$ cat config.mk
export PLATFORM = sky130hd
export DESIGN_NAME = axis_pkt_gen
export DESIGN_NICKNAME = d
export VERILOG_FILES = /design/src/rtl/axis_pkt_gen.sv
export SDC_FILE = /design/constraint.sdc
export NUM_CORES = 2
export LEC_CHECK = 0
export CAP_MARGIN = 20
export CELL_PAD_IN_SITES_DETAIL_PLACEMENT = 0
export CELL_PAD_IN_SITES_GLOBAL_PLACEMENT = 2
export CORE_MARGIN = 3
export CORE_UTILIZATION = 34
export CTS_BUF_LIST = sky130_fd_sc_hd__clkbuf_8
export CTS_CLUSTER_DIAMETER = 200
export CTS_CLUSTER_SIZE = 16
export DETAILED_ROUTE_END_ITERATION = 8
export PLACE_DENSITY = 0.92
export SLEW_MARGIN = 25
export SYNTH_ARGS = -nofsm -noshare
export SYNTH_HDL_FRONTEND = slang
export SYNTH_SLANG_ARGS = --single-unit
$ cat constraint.sdc
create_clock -name aclk -period 7.9 [get_ports aclk]
set_clock_uncertainty 0.05 [all_clocks]
set_input_delay 2.37 -clock aclk [delete_from_list [all_inputs] [get_ports aclk]]
set_output_delay 2.37 -clock aclk [all_outputs]
set_load 0.02 [all_outputs]
$ cat src/rtl/axis_pkt_gen.sv
// -----------------------------------------------------------------------------
// axis_pkt_gen
//
// Descriptor-driven AXI-Stream packet transmitter. Accepts one descriptor
// (byte length + 32-bit seed) at a time. It emits the packet as DATA_WIDTH-wide
// beats. Each beat carries an incrementing 32-bit lane pattern, and tkeep and
// tlast are set correctly for the packet length.
//
// Lane i (bits 32i+:32) of beat b carries seed + b*(DATA_WIDTH/32) + i (mod 2^32).
// The final beat keeps the low (len mod KEEP_WIDTH) bytes, or all bytes when the
// length is an exact multiple of KEEP_WIDTH. A zero-length descriptor is
// dropped. It raises len_err for one cycle.
//
// Ports
//   aclk          in   1           clock
//   sync_rst      in   1           synchronous reset, active-high
//   desc_valid    in   1           descriptor valid
//   desc_len      in   LEN_WIDTH   packet length in bytes
//   desc_seed     in   32          value of lane 0 of beat 0
//   desc_ready    out  1           descriptor accepted when desc_valid & desc_ready
//   m_axis_valid  out  1           AXIS beat valid
//   m_axis_data   out  DATA_WIDTH  AXIS data
//   m_axis_last   out  1           final beat of packet
//   m_axis_keep   out  KEEP_WIDTH  byte enables
//   m_axis_ready  in   1           AXIS sink ready
//   pkt_cnt       out  32          packets completed, wraps at 2^32
//   len_err       out  1           one-cycle pulse: zero-length descriptor dropped
//
// All outputs come straight from registers. The next-state logic may look at
// m_axis_ready, but m_axis_valid is never a combinational function of it.
// -----------------------------------------------------------------------------
module axis_pkt_gen #(
    parameter int DATA_WIDTH = 512,
    parameter int KEEP_WIDTH = DATA_WIDTH / 8,
    parameter int LEN_WIDTH  = 16
) (
    input  logic                  aclk,
    input  logic                  sync_rst,
    input  logic                  desc_valid,
    input  logic [LEN_WIDTH-1:0]  desc_len,
    input  logic [31:0]           desc_seed,
    output logic                  desc_ready,
    output logic                  m_axis_valid,
    output logic [DATA_WIDTH-1:0] m_axis_data,
    output logic                  m_axis_last,
    output logic [KEEP_WIDTH-1:0] m_axis_keep,
    input  logic                  m_axis_ready,
    output logic [31:0]           pkt_cnt,
    output logic                  len_err
);

    localparam int LANES = DATA_WIDTH / 32;
    localparam int REM_W = LEN_WIDTH + 1;

    // One extra bit makes len + KEEP_WIDTH - 1 fit without overflow when the
    // length is at its maximum.
    localparam logic [REM_W-1:0]     KEEP_W    = REM_W'(KEEP_WIDTH);
    localparam logic [REM_W-1:0]     KEEP_M1   = REM_W'(KEEP_WIDTH - 1);
    localparam logic [REM_W-1:0]     ONE_REM   = REM_W'(1);
    localparam logic [LEN_WIDTH-1:0] ONE_LEN   = LEN_WIDTH'(1);
    localparam logic [31:0]          LANE_STEP = 32'(LANES);

    typedef enum logic {
        IDLE = 1'b0,
        SEND = 1'b1
    } state_t;

    state_t                state_q,   state_d;
    logic                  rdy_q,     rdy_d;
    logic                  valid_q,   valid_d;
    logic                  last_q,    last_d;
    logic [KEEP_WIDTH-1:0] keep_q,    keep_d;
    logic [DATA_WIDTH-1:0] data_q,    data_d;
    // Beats still to send after the one on the bus. The beat on the bus is
    // final when this reaches zero. The counter is LEN_WIDTH bits wide. That
    // is well above ceil(max_len/KEEP_WIDTH) - 1.
    logic [LEN_WIDTH-1:0]  left_q,    left_d;
    // Keep mask for the final beat. It is computed once, at accept time.
    logic [KEEP_WIDTH-1:0] tail_q,    tail_d;
    logic [31:0]           cnt_q,     cnt_d;
    logic                  err_q,     err_d;

    logic [REM_W-1:0]      len_ext;
    logic [REM_W-1:0]      len_rem;
    logic [LEN_WIDTH-1:0]  beats_m1;
    logic [KEEP_WIDTH-1:0] tail_mask;

    // Low rem bytes enabled. A zero remainder means the final beat is full.
    function automatic logic [KEEP_WIDTH-1:0] tail_keep(input logic [REM_W-1:0] rem);
        logic [KEEP_WIDTH-1:0] m;
        m = '0;
        for (int k = 0; k < KEEP_WIDTH; k++) begin
            m[k] = (rem == '0) || (REM_W'(k) < rem);
        end
        return m;
    endfunction

    // Descriptor decode. The beat count is ceil(len / KEEP_WIDTH). The
    // constant divisor keeps this a fixed network.
    always_comb begin
        len_ext   = {1'b0, desc_len};
        len_rem   = len_ext % KEEP_W;
        beats_m1  = LEN_WIDTH'(((len_ext + KEEP_M1) / KEEP_W) - ONE_REM);
        tail_mask = tail_keep(len_rem);
    end

    // Next-state and next-output logic.
    // NOTE: every variable gets a default before the case statement, so no
    // path leaves one unassigned and no latch is inferred.
    always_comb begin
        state_d = state_q;
        rdy_d   = rdy_q;
        valid_d = valid_q;
        last_d  = last_q;
        keep_d  = keep_q;
        data_d  = data_q;
        left_d  = left_q;
        tail_d  = tail_q;
        cnt_d   = cnt_q;
        err_d   = 1'b0;

        unique case (state_q)
            IDLE: begin
                rdy_d = 1'b1;
                // The registered ready is the one the producer sees. Gating the
                // accept with it means no descriptor is taken in the cycle
                // right after reset release.
                if (desc_valid && rdy_q) begin
                    if (desc_len == '0) begin
                        err_d = 1'b1;
                    end else begin
                        state_d = SEND;
                        rdy_d   = 1'b0;
                        valid_d = 1'b1;
                        left_d  = beats_m1;
                        tail_d  = tail_mask;
                        last_d  = (beats_m1 == '0);
                        keep_d  = (beats_m1 == '0) ? tail_mask : '1;
                        for (int i = 0; i < LANES; i++) begin
                            data_d[32*i +: 32] = desc_seed + 32'(i);
                        end
                    end
                end
            end

            SEND: begin
                // valid_q is always set in SEND, so ready alone marks a handshake.
                if (m_axis_ready) begin
                    if (last_q) begin
                        state_d = IDLE;
                        rdy_d   = 1'b1;
                        valid_d = 1'b0;
                        last_d  = 1'b0;
                        keep_d  = '0;
                        cnt_d   = cnt_q + 32'd1;
                    end else begin
                        left_d = left_q - ONE_LEN;
                        last_d = (left_q == ONE_LEN);
                        keep_d = (left_q == ONE_LEN) ? tail_q : '1;
                        // Every lane moves forward by one beat's worth of lanes.
                        for (int i = 0; i < LANES; i++) begin
                            data_d[32*i +: 32] = data_q[32*i +: 32] + LANE_STEP;
                        end
                    end
                end
            end

            default: begin
                state_d = IDLE;
            end
        endcase
    end

    // State and output registers.
    // NOTE: sequential state uses non-blocking assignments only. Every register
    // then samples its pre-edge value and there is no ordering race between
    // processes.
    always_ff @(posedge aclk) begin
        if (sync_rst) begin
            state_q <= IDLE;
            rdy_q   <= 1'b0;
            valid_q <= 1'b0;
            last_q  <= 1'b0;
            keep_q  <= '0;
            // NOTE: the wide data register is reset on purpose. The bus must
            // read all zeros after reset, not whatever the last packet left.
            data_q  <= '0;
            left_q  <= '0;
            tail_q  <= '0;
            cnt_q   <= '0;
            err_q   <= 1'b0;
        end else begin
            state_q <= state_d;
            rdy_q   <= rdy_d;
            valid_q <= valid_d;
            last_q  <= last_d;
            keep_q  <= keep_d;
            data_q  <= data_d;
            left_q  <= left_d;
            tail_q  <= tail_d;
            cnt_q   <= cnt_d;
            err_q   <= err_d;
        end
    end

    assign desc_ready   = rdy_q;
    assign m_axis_valid = valid_q;
    assign m_axis_data  = data_q;
    assign m_axis_last  = last_q;
    assign m_axis_keep  = keep_q;
    assign pkt_cnt      = cnt_q;
    assign len_err      = err_q;

endmodule

==> flow_summary.toml <==
[outcome]
outcome = "completed"

[global_routing]
grt_antenna_before_repair = 19
gr-usage-all-layers_pct = 35.1
grt_start_max_net_pins = 192
grt-ovfl-total = 0
grt_first_pass_wirelength_um = 342000
first_global_vias = 45500

[cts]
postCtsSetupBuffers = 0
htree_num_levels = 2
ctsHoldBuffers = 0
cts_tree = "built"
cts_max_path_buffers = 3
cts_root_buf = "clkbuf_8"
insertion_delay_ns = 0.81
postCtsResizedCells = 0
cts_buffers = 47
clock_sinks = 659
path_clk_slew_ns = 0.12

[placement]
io_buffers = 663
dp_hpwl_um = 168000
gp_congestion = 1.01

[critical_path]
r2r_end = "m_axis_keep[4]"
criticalPathCategory = "input pin to register"
crit_fanout = 7
crit_required_ns = 8.54
ff2ff_path_depth = 8
crit_end = "m_axis_data[382]"
startpoint = "desc_seed[20]"
worstPathCellList = "clkdlybuf4s50_1 -> buf_4 -> nand4_1 -> nor4_1 -> nand3_1 -> nor2_1 -> xnor2_1 -> nor2_1 -> o31a_1"
rrSetupSlack_ns = 3.86
crit_path_frequent_cell = "nor2_1"
cp.arrival_ns = 6.79
worst_path_max_delay_cell = "nor4_1"
cp-start-kind = "input pin"
endpoint_kind = "register"
r2r_start = "state_q"
cpPeakStageDelay_ns = 1.07

[power]
peakVddDrop_v = 0.000134
power_density_mw_per_mm2 = 170
finalPower_uw = 8720
p_leak_uw = 0.0161

[final_layout]
layout.nets = 6381
register_area_mm2 = 0.0132
nFillCells = 13000
multiInputGateArea_mm2 = 0.0272
area_growth_pct = 19.8
final_cell_mix = "nor2_1, nand2_1, dfxtp_1"
layout-drive-gt1-share_pct = 4.64
final_common_cell = "nor2_1"

[floorplan]
die_x_um = 361
coreArea_mm2 = 0.124
die-area_mm2 = 0.130
initial_core_util_pct = 34.4
io_pins = 664
dieHeight_um = 361
num_rows = 129

[drt]
drt_first_pass_iters = 7
wl_per_cell_um = 30.5
vias = 50800
drt-total-wl_um = 242000
drtIter0Drc = 7182
via_per_inst = 6.39
drc = 0
ant_nets = 0

[synth]
synth_edf_count = 0
synth_area_per_cell_um2 = 7.14
syn_area_mm2 = 0.0428
synthArstFlopShare_pct = 0
synth_cell_type_count = 78
synth_nets = 6085
syn_inst = 5999
synth_seq_cells = 659
yosys_warnings = 0
ys_seq_area_share_pct = 30.8
synth_ff_type = "dfxtp_1"

[sta]
worst_slew_margin_rel_pct = 12.7
fin_crit_ns = 6.15
finalCritPeriodShare_pct = 77.8
max_freq_mhz = 163
slew_violations = 0
finalSetupViolCount = 0
fin_tns_setup_ns = 0
worstMarginPinSlew_ns = 1.31
final_hold_viol_count = 0
rsz0062_at_grt = "false"

[job]
drv_cap = 0

[min_path]
hold_path_class = "register to register"
## sequential cells by signal (all words and copies together) (netlist names)
register and cells:
desc_ready 1, left_q 16, len_err 1, m_axis_data 478, m_axis_keep 64, m_axis_last 1
m_axis_valid 1, pkt_cnt 32, state_q 1, tail_q 64
## cells in the mapped netlist, types with 14 or more instances
library cell / n / area share [%]
xnor2_1: 247 / 5.1
or4_1: 25 / 0.44
inv_1: 77 / 0.67
nor2_1: 704 / 6.2
a31oi_1: 103 / 1.5
o211ai_1: 44 / 0.77
a21oi_1: 439 / 5.1
a221oi_1: 22 / 0.45
a2111oi_0: 16 / 0.33
nand3b_1: 14 / 0.25
a32o_1: 17 / 0.40
and2_1: 29 / 0.42
a311oi_1: 39 / 0.80
buf_1: 71 / 0.62
nand2b_1: 29 / 0.42
o21a_1: 20 / 0.35
or2_2: 20 / 0.29
a211oi_1: 176 / 3.1
mux2i_1: 25 / 0.58
and4_1: 38 / 0.78
buf_4: 34 / 0.60
o21ai_0: 465 / 5.4
a21o_1: 14 / 0.25
o221a_2: 16 / 0.42
a22oi_1: 64 / 1.1
o32ai_1: 43 / 0.88
nand3_1: 246 / 2.9
o22ai_1: 90 / 1.3
nor4_1: 91 / 1.3
nand4_1: 163 / 2.4
and3_1: 96 / 1.4
o31ai_1: 38 / 0.67
nand2_1: 673 / 5.9
o311ai_0: 32 / 0.65
or3_1: 76 / 1.1
ha_1: 34 / 0.99
nor3_1: 219 / 2.6
clkbuf_1: 454 / 4.0
xor2_1: 200 / 4.1
dfxtp_1: 659 / 31
nor2b_1: 22 / 0.32
## cell families after synthesis
| kind of cell | count (synthesis) | synth area share [%] |
|---|---|---|
| flip-flops | 659 | 30.8 |
| buffers and inverters | 648 | 6.08 |
| XOR/XNOR | 447 | 9.14 |
| multiplexers | 27 | 0.637 |
| adder cells (fa/ha/maj) | 34 | 0.993 |
| AND/OR/NAND/NOR | 2470 | 27.2 |
| AO/OA/AOI/OAI | 1714 | 25.2 |
## per-layer routing
layer	GRT usage (%)	part of all wire (%)
met1	43.9	38
met2	52.4	42
met3	12.0	13
met4	20.7	7.2
met5	0	0.049
## area by class of cell
| class | instances | area share, % |
|---|---|---|
| inverter | 79 | 0.593 |
| clock inverter | 5 | 0.0781 |
| tap | 1637 | 3.99 |
| antenna | 10 | 0.0488 |
| clock buffer | 48 | 1.29 |
| multi-input combinational | 4692 | 53.0 |
| sequential | 659 | 25.7 |
| timing repair buffer | 816 | 15.3 |
## power breakdown
part	total (uW)	internal, uW	switching (uW)
Sequential	4020	3610	412
Clock	1860	555	1310
Combinational	2830	988	1840
Total	8720	5150	3560
## critical path, delay by kind of cell
kind	cells	cell delay, ns
and+or+nand+nor	5	2.64
buffers and inverters	2	1.36
AOI/OAI and AO/OA	1	0.24
xor gates and xnor gates	1	0.16
## through the flow
stage	cell area, um2	std cells	hold WS (ns)	utilization (%)	setup slack [ns]
2_1_floorplan	42800	5999	0.387	-	2.14
3_3_place_gp	50500	7883	0.397	40.6	1.10
3_5_place_dp	50500	7883	0.400	40.6	1.07
4_1_cts	51200	7936	0.415	41.2	1.95
5_1_grt	51300	7937	0.438	41.2	1.64
6_report	51300	7946	0.414	41.2	1.75
## worst min-delay path by stage
| stage | endpoint | depth (start not counted) | slack, ns | startpoint |
|---|---|---|---|---|
| final | m_axis_data[99] | 2 | 0.41 | m_axis_data[99] |
| after floorplan | tail_q[43] | 2 | 0.39 | tail_q[43] |
| after global routing | tail_q[43] | 2 | 0.44 | tail_q[43] |
| after detailed placement | m_axis_data[291] | 2 | 0.40 | m_axis_data[291] |
| after global placement | m_axis_data[163] | 2 | 0.40 | m_axis_data[163] |
| after CTS | m_axis_data[99] | 2 | 0.42 | m_axis_data[99] |
(Power assumes the default switching activity.)
